==> src/rtl/rx_serial_7n2_pkg.sv <==
// Shared definitions for the 7N2 serial receiver: state codes, baud timing
// defaults and frame geometry.
package rx_serial_7n2_pkg;

  typedef enum logic [3:0] {
    INICIAL = 4'd0,
    START   = 4'd1,
    DADOS   = 4'd2,
    STOP1   = 4'd3,
    STOP2   = 4'd4,
    FINAL   = 4'd5
  } estado_t;

  // Cycles per bit from a 50 MHz clock, with the counter width that holds M-1
  localparam int M_BAUD_9600   = 5208;
  localparam int N_BAUD_9600   = 13;
  localparam int M_BAUD_115200 = 434;
  localparam int N_BAUD_115200 = 9;

  localparam int DATA_BITS = 7;
  localparam int STOP_BITS = 2;

endpackage

==> src/rtl/rx_serial_7n2_if.sv <==
// Serial line in, received character and debug signals out.
interface rx_serial_7n2_if;
  logic       dado_serial;
  logic [6:0] dados_ascii;
  logic       pronto;
  logic       erro;
  logic       db_dado_serial;
  logic       db_tick;
  logic [6:0] db_estado;

  modport master (
    output dado_serial,
    input  dados_ascii, pronto, erro, db_dado_serial, db_tick, db_estado
  );

  modport slave (
    input  dado_serial,
    output dados_ascii, pronto, erro, db_dado_serial, db_tick, db_estado
  );
endinterface

==> src/rtl/contador_m.sv <==
// Modulo-M up counter with async and sync clear; fim at M-1, meio at M/2-1.
module contador_m #(
  parameter int M = 16,
  parameter int N = 4
) (
  input  logic         clock,
  input  logic         zera_as,
  input  logic         zera_s,
  input  logic         conta,
  output logic [N-1:0] Q,
  output logic         fim,
  output logic         meio
);

  always_ff @(posedge clock or posedge zera_as) begin
    if (zera_as)
      Q <= '0;
    else if (zera_s)
      Q <= '0;
    else if (conta) begin
      if (Q == N'(M - 1))
        Q <= '0;
      else
        Q <= Q + N'(1);
    end
  end

  assign fim  = (Q == N'(M - 1));
  assign meio = (Q == N'(M / 2 - 1));

endmodule

==> src/rtl/hexa7seg.sv <==
// Hex digit to 7-segment pattern, active-low, bits [6:0] = g f e d c b a.
module hexa7seg (
  input  logic [3:0] hexa,
  output logic [6:0] display
);

  always_comb begin
    display = 7'b1111111;
    case (hexa)
      4'h0: display = 7'b1000000;
      4'h1: display = 7'b1111001;
      4'h2: display = 7'b0100100;
      4'h3: display = 7'b0110000;
      4'h4: display = 7'b0011001;
      4'h5: display = 7'b0010010;
      4'h6: display = 7'b0000010;
      4'h7: display = 7'b1111000;
      4'h8: display = 7'b0000000;
      4'h9: display = 7'b0010000;
      4'hA: display = 7'b0001000;
      4'hB: display = 7'b0000011;
      4'hC: display = 7'b1000110;
      4'hD: display = 7'b0100001;
      4'hE: display = 7'b0000110;
      4'hF: display = 7'b0001110;
      default: display = 7'b1111111;
    endcase
  end

endmodule

==> src/rtl/rx_serial_7n2_uc.sv <==
// Control FSM of the 7N2 receiver: start detection, bit sequencing, stop checks.
//   state   | meaning
//   INICIAL | idle, bit timer held at 0, waiting for a falling edge
//   START   | half-bit wait, confirm the start bit is still low
//   DADOS   | sample one data bit per strobe, 7 bits
//   STOP1   | sample first stop bit
//   STOP2   | sample second stop bit
//   FINAL   | one cycle: publish character and error, pulse pronto
module rx_serial_7n2_uc
  import rx_serial_7n2_pkg::*;
(
  input  logic    clock,
  input  logic    reset,
  input  logic    borda,
  input  logic    linha,
  input  logic    tick_meio,
  input  logic    tick_fim,
  output estado_t estado,
  output logic    zera_cont,
  output logic    desloca,
  output logic    marca_erro,
  output logic    pronto,
  output logic    tick
);

  estado_t    prox;
  logic [2:0] n_bits, n_bits_prox;

  always_ff @(posedge clock or posedge reset) begin
    if (reset) begin
      estado <= INICIAL;
      n_bits <= 3'd0;
    end else begin
      estado <= prox;
      n_bits <= n_bits_prox;
    end
  end

  always_comb begin
    prox        = estado;
    n_bits_prox = n_bits;
    zera_cont   = 1'b0;
    desloca     = 1'b0;
    marca_erro  = 1'b0;
    pronto      = 1'b0;
    tick        = 1'b0;
    case (estado)
      INICIAL: begin
        zera_cont = 1'b1;
        if (borda) begin
          n_bits_prox = 3'd0;
          prox        = START;
        end
      end
      START: begin
        // Zeroing at mid start bit puts every later strobe at mid-bit
        if (tick_meio) begin
          tick      = 1'b1;
          zera_cont = 1'b1;
          prox      = linha ? INICIAL : DADOS;
        end
      end
      DADOS: begin
        if (tick_fim) begin
          tick        = 1'b1;
          desloca     = 1'b1;
          n_bits_prox = n_bits + 3'd1;
          if (n_bits == 3'(DATA_BITS - 1))
            prox = STOP1;
        end
      end
      STOP1: begin
        if (tick_fim) begin
          tick       = 1'b1;
          marca_erro = ~linha;
          prox       = STOP2;
        end
      end
      STOP2: begin
        if (tick_fim) begin
          tick       = 1'b1;
          marca_erro = ~linha;
          prox       = FINAL;
        end
      end
      FINAL: begin
        pronto    = 1'b1;
        zera_cont = 1'b1;
        prox      = INICIAL;
      end
      default: prox = INICIAL;
    endcase
  end

endmodule

==> src/rtl/rx_serial_7n2.sv <==
// 7N2 asynchronous serial receiver: synchronizer, bit timer, shift and
// output registers around the control FSM.
module rx_serial_7n2
  import rx_serial_7n2_pkg::*;
#(
  parameter int M_BAUD = M_BAUD_9600,
  parameter int N_BAUD = N_BAUD_9600
) (
  input  logic            clock,
  input  logic            reset,
  rx_serial_7n2_if.slave  bus
);

  logic              sync1, sync2, prev;
  logic              borda;
  logic [N_BAUD-1:0] cont;
  logic              fim, meio_unused;
  logic              tick_meio;
  estado_t           estado;
  logic              zera_cont, desloca, marca_erro, pronto, tick;
  logic [6:0]        shreg, dados;
  logic              err_flag, erro;
  logic [6:0]        seg;

  // Idle-high reset values keep a reset release from looking like a start edge
  always_ff @(posedge clock or posedge reset) begin
    if (reset) begin
      sync1 <= 1'b1;
      sync2 <= 1'b1;
      prev  <= 1'b1;
    end else begin
      sync1 <= bus.dado_serial;
      sync2 <= sync1;
      prev  <= sync2;
    end
  end

  assign borda = prev & ~sync2;

  contador_m #(.M(M_BAUD), .N(N_BAUD)) u_baud (
    .clock   (clock),
    .zera_as (reset),
    .zera_s  (zera_cont),
    .conta   (1'b1),
    .Q       (cont),
    .fim     (fim),
    .meio    (meio_unused)
  );

  assign tick_meio = (cont == N_BAUD'(M_BAUD / 2 - 1));

  rx_serial_7n2_uc u_uc (
    .clock      (clock),
    .reset      (reset),
    .borda      (borda),
    .linha      (sync2),
    .tick_meio  (tick_meio),
    .tick_fim   (fim),
    .estado     (estado),
    .zera_cont  (zera_cont),
    .desloca    (desloca),
    .marca_erro (marca_erro),
    .pronto     (pronto),
    .tick       (tick)
  );

  always_ff @(posedge clock or posedge reset) begin
    if (reset) begin
      shreg    <= '0;
      dados    <= '0;
      erro     <= 1'b0;
      err_flag <= 1'b0;
    end else begin
      if (desloca)
        shreg <= {sync2, shreg[6:1]};
      if (pronto) begin
        dados    <= shreg;
        erro     <= err_flag;
        err_flag <= 1'b0;
      end else if (marca_erro) begin
        err_flag <= 1'b1;
      end
    end
  end

  hexa7seg u_hex (
    .hexa    (estado),
    .display (seg)
  );

  assign bus.dados_ascii    = dados;
  assign bus.pronto         = pronto;
  assign bus.erro           = erro;
  assign bus.db_dado_serial = sync2;
  assign bus.db_tick        = tick;
  assign bus.db_estado      = seg;

endmodule

==> src/flat_wrapper.sv <==
// flat-port wrapper written by rule: the top's interface ports become plain ports
module rx_serial_7n2_flat import rx_serial_7n2_pkg::*;
#(
  parameter int M_BAUD = M_BAUD_9600,
  parameter int N_BAUD = N_BAUD_9600
)
  (clock, reset, bus_dado_serial, bus_dados_ascii, bus_pronto, bus_erro, bus_db_dado_serial, bus_db_tick, bus_db_estado);
  rx_serial_7n2_if bus_i ();
  input  logic clock;
  input  logic reset;
  input wire logic [$bits(bus_i.dado_serial)-1:0] bus_dado_serial;
  output wire logic [$bits(bus_i.dados_ascii)-1:0] bus_dados_ascii;
  output wire logic [$bits(bus_i.pronto)-1:0] bus_pronto;
  output wire logic [$bits(bus_i.erro)-1:0] bus_erro;
  output wire logic [$bits(bus_i.db_dado_serial)-1:0] bus_db_dado_serial;
  output wire logic [$bits(bus_i.db_tick)-1:0] bus_db_tick;
  output wire logic [$bits(bus_i.db_estado)-1:0] bus_db_estado;
  assign bus_i.dado_serial = bus_dado_serial;
  assign bus_dados_ascii = bus_i.dados_ascii;
  assign bus_pronto = bus_i.pronto;
  assign bus_erro = bus_i.erro;
  assign bus_db_dado_serial = bus_i.db_dado_serial;
  assign bus_db_tick = bus_i.db_tick;
  assign bus_db_estado = bus_i.db_estado;
  rx_serial_7n2 #(.M_BAUD(M_BAUD), .N_BAUD(N_BAUD)) u_core (.clock(clock), .reset(reset), .bus(bus_i));
endmodule
==> config.mk <==
export PLATFORM = sky130hd
export DESIGN_NAME = rx_serial_7n2_flat
export DESIGN_NICKNAME = d
export VERILOG_FILES = /design/src/rtl/rx_serial_7n2_pkg.sv /design/src/rtl/rx_serial_7n2_if.sv /design/src/rtl/contador_m.sv /design/src/rtl/hexa7seg.sv /design/src/rtl/rx_serial_7n2_uc.sv /design/src/rtl/rx_serial_7n2.sv /design/src/flat_wrapper.sv
export SDC_FILE = /design/constraint.sdc
export NUM_CORES = 1
export LEC_CHECK = 0
export CAP_MARGIN = 10
export CORE_MARGIN = 2
export CORE_UTILIZATION = 50
export DETAILED_ROUTE_END_ITERATION = 8
export PLACE_DENSITY = 0.81
export RECOVER_POWER = 50
export SLEW_MARGIN = 10
export SYNTH_ARGS = -nofsm -noshare
export SYNTH_HDL_FRONTEND = slang
export SYNTH_SLANG_ARGS = --single-unit
==> constraint.sdc <==
create_clock -name clock -period 2.3 [get_ports clock]
set_clock_uncertainty 0.1 [all_clocks]
set_input_delay 0.46 -clock clock [delete_from_list [all_inputs] [get_ports clock]]
set_output_delay 0.46 -clock clock [all_outputs]
set_load 0.01 [all_outputs]
# Word level (Yosys, flattened, before mapping)
# Memory sizes are Yosys's and may differ from the RTL's.
# Cells that the tools add are included.
# totals
ram_bits	0
elab_cells	60
in_bits	3
ff_bits	39
latchBits	0
out_inout_bits	18
memories	1
rom_bits	112
# memory_table
name	words	width	rd	rd_clocked_by_memory_dff	write_ports	line_no	source
(name not given)	16	7	1	0	0	hexa7seg.sv:9	case (hexa)
# op_classes
reduce_logical	8
eq_ne	14
bitwise_logic	2
n_lt_le_gt_ge	0
muxes	23
n_div	0
multipliers	0
n_addsub	2
n_shift	0
# op_table
op	count
two-way mux 13 bit	2
two-way mux 4 bit	6
one-hot mux 4 bit (5 select lines)	1
adder 13 x 1 -> 13 bit (second input constant)	1
equality test 13 x 12 -> 1 bit (second input constant)	1
equality test 13 bit (second input constant)	1
inequality test 2 x 1 -> 1 bit (second input constant)	5
equality test 4 x 2 -> 1 bit (second input constant)	2
equality test 4 x 3 -> 1 bit (second input constant)	2
two-way mux 1 bit	8
two-way mux 3 bit	2
one-hot mux 3 bit (2 select lines)	1
AND reduction 6 bit	1
equality test 4 x 1 -> 1 bit (second input constant)	1
logical NOT 4 bit	1
one-hot mux 1 bit (2 select lines)	2
nonzero test 2 bit	2
OR reduction 2 bit	2
adder 3 x 1 -> 3 bit (second input constant)	1
equality test 3 bit (second input constant)	1
AND reduction 3 bit	1
OR reduction 3 bit	1
two-way mux 2 bit	1
inequality test 2 bit (second input constant)	1
2 further kinds	2

# Depth between registers and ports, before layout
# Gate-level depths: netlist of the first run.
# logic_depth
depth_word	5
mapped_depth	7
depth_no_buf	6

# Modules after synthesis
# Synthesis of the first run repeated with hierarchy kept, for this count alone.
# unflattened
cells_unflattened	200
area_unflattened_um2	2290.9
# by_module_without_submodules
module	instances	area_per_inst_um2	seq_area_each_um2	cells_each
rx_serial_7n2	1	794.5	479.2	46
contador_m	1	772.0	325.3	74
rx_serial_7n2_uc	1	449.2	150.1	48
hexa7seg	1	275.3	0.0	32

# Worst setup path before layout of the first run
# Ideal clock, no wire load.
# synth_path
path_type	register to output
start	register u_core.u_baud.Q[2]
end	output port bus_db_tick
stages_incl_launch_ff	4
arrival_ps	1656
n_path_buf	1
t_required_ps	1740
slack_ps	84
path_cell_list	dfrtp_1 buf_2 or4b_2 o41ai_1
# synth_between
elab_chain_len	3
elab_cells_between_ends	5
cone_classes	eq/ne (2); mux (3)
# synth_rtl
item	line_no	source
from (decl)	contador_m.sv:10	output logic [N-1:0] Q,
from (signal assigned)	contador_m.sv:24	Q <= Q + N'(1);
equality test 13 bit or equality test 13 x 12 -> 1 bit (tied branches)	contador_m.sv:28, rx_serial_7n2.sv:50	
two-way mux 1 bit (on tied branches)	n/a	
one-hot mux 1 bit (2 select lines) (*)	rx_serial_7n2_uc.sv:47	case (estado)
to (decl)	flat_wrapper.sv:16	output wire logic [$bits(bus_i.db_tick)-1:0] bus_db_tick;
# Mark *: on every way between the ends. The rest lies on a longest branch, timed or not.

# Worst setup path after layout of the first run
# Same ends and word-level chain as after synthesis.

==> out/summary.json, run 1 <==
{
  "yosys": {
    "synth_warnings": 0,
    "synth_simple_gate_area_share_pct": 19.8,
    "yosys.cell_types.count": 43,
    "synth_mux_area_share_pct": 11.2,
    "synth_fa_ha_area_share_pct": 5.11,
    "synth-edff-count": 0,
    "synth-compound-area-share_pct": 7.92,
    "synthesis.nets": 194,
    "syn_area_per_cell_um2": 10.7,
    "share_of_the_synthesized_netlist_area_taken_by_xor_and_xnor_gates_pct": 4.47,
    "netlist_area_mm2": 0.00196,
    "yosys_register_bits": 38,
    "synth-main-ff-cell": "sky130_fd_sc_hd__dfrtp_1",
    "sequential_share_of_the_synthesized_area_pct": 48.7,
    "post_synth_inst_count": 183,
    "synth-async-reset-ratio_pct": 100,
    "synth_top_family_by_area": "simple AND/OR/NAND/NOR gates"
  },
  "critical_path": {
    "timing_worst_setup_path_type": "flip-flop to output pin",
    "worst_ep_required_time_ns": 1.74,
    "start_kind": "flip-flop",
    "critical_path_arrival_ns": 1.66,
    "crit_path_end_kind": "output pin",
    "crit_start": "u_core.u_baud.Q[2]$_DFF_PP0_",
    "crit_fanout": 8,
    "crit-reg2reg-launch": "u_core.u_uc.estado[1]$_DFFE_PP0P_"
  },
  "power_and_ir_drop": {
    "vdd_drop_max_v": 0.000451,
    "power_per_cell_area_mw_per_mm2": 798,
    "static_leakage_nw": 1.24
  },
  "layout": {
    "utilization_pct": 68.9,
    "final_net_count": 249,
    "final_layout_size_suffix_gt1_share_pct": 28.0,
    "multi_input_comb_area_um2": 968,
    "area_delta_synth_final_pct": 30.7,
    "layout_common_cells": "sky130_fd_sc_hd__dfrtp_1, sky130_fd_sc_hd__buf_4, sky130_fd_sc_hd__nor2_1",
    "ff_latch_area_um2": 955,
    "insertedDiodeCount": 0,
    "stdcell_area_mm2": 0.00256,
    "layout_commonest_cell": "sky130_fd_sc_hd__dfrtp_1",
    "instances_no_fill": 287,
    "num-fill-cells": 282
  },
  "sta": {
    "drv_slew": 0,
    "post-route-min-period_ns": 2.22,
    "whs_ns": 0.262,
    "hold_viol_final": 0,
    "setup_viol": 0,
    "timing.fmax_mhz": 450,
    "post-route-period-util_pct": 96.6,
    "setup_total_negative_slack_ns": 0,
    "worstMarginPinSlew_ns": 0.906,
    "slew-limit-headroom_pct": 39.6
  },
  "route": {
    "drt_iter0_markers": 102,
    "totalWireLength_um": 4090,
    "remaining_drc_errors": 0,
    "drt-pass1-iter-count": 4,
    "vias": 1552,
    "residual_antenna_violating_net_count_after_detailed_routing": 0,
    "avgViaCountPerCell": 5.41,
    "routedWlPerCell_um": 14.3
  },
  "place": {
    "dp_cells": 278,
    "placement.io_buffers": 20,
    "place.detailed.hpwl_um": 2990,
    "gp_routability_congestion": 0.865,
    "placed_cell_area_mm2": 0.00244
  },
  "floorplanning": {
    "design.die.area_mm2": 0.00444,
    "chipWidth_um": 66.6,
    "ios": 21,
    "die_height_um": 66.6,
    "core_area_mm2": 0.00372,
    "initial_core_util_pct": 52.7,
    "rows": 22
  },
  "cts": {
    "clk-insertion-delay-late_ns": 0.29,
    "clock_tree.htree_level_count": 2,
    "cts-buffers-inserted": 5,
    "cts.sink_count": 38,
    "clockBufferDepth": 2,
    "cts_hold_buffers": 0,
    "clk_root_buffer_cell": "sky130_fd_sc_hd__clkbuf_8",
    "cts_tree": "yes",
    "clk_pin_slew_worst_paths_ns": 0.07
  },
  "min_path": {
    "worstHoldPathType": "flip-flop to flip-flop",
    "timing.hold.worst.start": "u_core.sync1$_DFF_PP1_"
  },
  "flow_run": {
    "timing.max_cap.violations": 0
  },
  "run_status": {
    "outcome": "finished clean"
  },
  "global_routing": {
    "antenna_found_initial": 0,
    "grt.total_usage_pct": 20.9,
    "first_global_vias": 1494,
    "grt_max_degree": 39,
    "grt_first_pass_wirelength_um": 6870,
    "final_global_route_overflow_total": 0
  }
}
==> metrics by stage <==
step | worst slack (ns) | power, W
final | 0.0773 | 0.00204
after global routing | -0.0261 | 0.00217
after CTS | 0.0361 | 0.00206
after detailed placement | -0.247 | 0.00151
after global placement | -0.213 | 0.00149
after floorplan | 0.0840 | 0.00116
==> where the power goes <==
part	switching [W]	internal [W]	leakage, nW
Combinational	0.000393	0.000342	0.668
Clock	0.000221	0.000353	0.0585
Sequential	0.0000217	0.000712	0.514
==> routing by layer <==
metal,up-vias,track usage [%],wire (µm)
met4,0,8.42,58
met2,35,32.5,1970
met3,6,4.90,188
met5,-,0,0
met1,743,28.1,1870
li1,768,-,-
==> worst max-delay path, stage by stage, from the launching register on <==
cell	delay [ns]
sky130_fd_sc_hd__dfrtp_1	0.35
sky130_fd_sc_hd__buf_4	0.16
sky130_fd_sc_hd__nor4bb_2	0.32
sky130_fd_sc_hd__and3_1	0.23
sky130_fd_sc_hd__nand2_1	0.08
sky130_fd_sc_hd__o41ai_2	0.06
sky130_fd_sc_hd__buf_2	0.18
==> Yosys cell counts (5+ instances only) <==
master | n | area, µm²
sky130_fd_sc_hd__xor2_1 | 5 | 43.8
sky130_fd_sc_hd__nand3_1 | 7 | 35.0
sky130_fd_sc_hd__dfrtp_1 | 35 | 876
sky130_fd_sc_hd__nor2_1 | 19 | 71.3
sky130_fd_sc_hd__mux2_2 | 16 | 180
sky130_fd_sc_hd__nand2_1 | 13 | 48.8
sky130_fd_sc_hd__ha_1 | 8 | 100
sky130_fd_sc_hd__xnor2_1 | 5 | 43.8
sky130_fd_sc_hd__inv_1 | 9 | 33.8
sky130_fd_sc_hd__a21oi_1 | 7 | 35.0
sky130_fd_sc_hd__o21ai_0 | 5 | 25.0
==> worst paths after layout <==
path / slack, ns / cells after the start / to
setup / recovery: 0.08 / 6 / bus_db_tick
min in group asynchronous: 0.78 / 3 / u_core.shreg[2]$_DFFE_PP0P_
hold / removal: 0.26 / 0 / u_core.bus.db_dado_serial$_DFF_PP1_
max in group asynchronous: 0.76 / 3 / u_core.u_uc.n_bits[1]$_DFFE_PP0P_
setup reg to reg: 0.12 / 8 / u_core.u_uc.estado[1]$_DFFE_PP0P_
hold reg to reg: 0.26 / 0 / u_core.bus.db_dado_serial$_DFF_PP1_
==> state kept, by name, summed over array words and instances, names as in the netlist <==
name / count
u_core.bus.erro: 1
u_core.sync1: 1
u_core.u_uc.n_bits: 3
u_core.err_flag: 1
u_core.bus.db_dado_serial: 1
u_core.prev: 1
u_core.u_uc.estado: 3
u_core.u_baud.Q: 13
u_core.bus.dados_ascii: 7
u_core.shreg: 7
==> timing repair <==
item,CTS,global route
pin swaps,1,0
buffers inserted,1,0
endpoints found under the setup margin,9,1
resized for setup,17,1
gates cloned,0,0
==> cell type report <==
cell class / count / area share (%)
clock buffer: 7 / 3.37
clock inverter: 1 / 1.17
inverter: 9 / 1.47
multi-input combinational: 131 / 37.8
sequential: 38 / 37.3
tap: 48 / 2.35
timing repair buffer: 53 / 16.5
==> logic make-up (layout without fill, tap and decap cells) <==
group,Yosys count,in the layout
mux,20,20
fa+ha+maj,8,8
buf+inv,14,70
xor+xnor,10,10
simple gates,69,69
flops,38,38
compound gates,24,24
Note: power is estimated with default switching activity, not from simulation.
==> run 2, diff against run 1 <==
--- a/config.mk
+++ b/config.mk
@@ -8,6 +8,7 @@
 export CAP_MARGIN = 10
 export CORE_MARGIN = 2
 export CORE_UTILIZATION = 50
+export CTS_CLUSTER_SIZE = 25
 export DETAILED_ROUTE_END_ITERATION = 8
 export PLACE_DENSITY = 0.81
 export RECOVER_POWER = 50
==> results of run 2 <==
Final layout, timing and power as in run 1 (identical DEF).
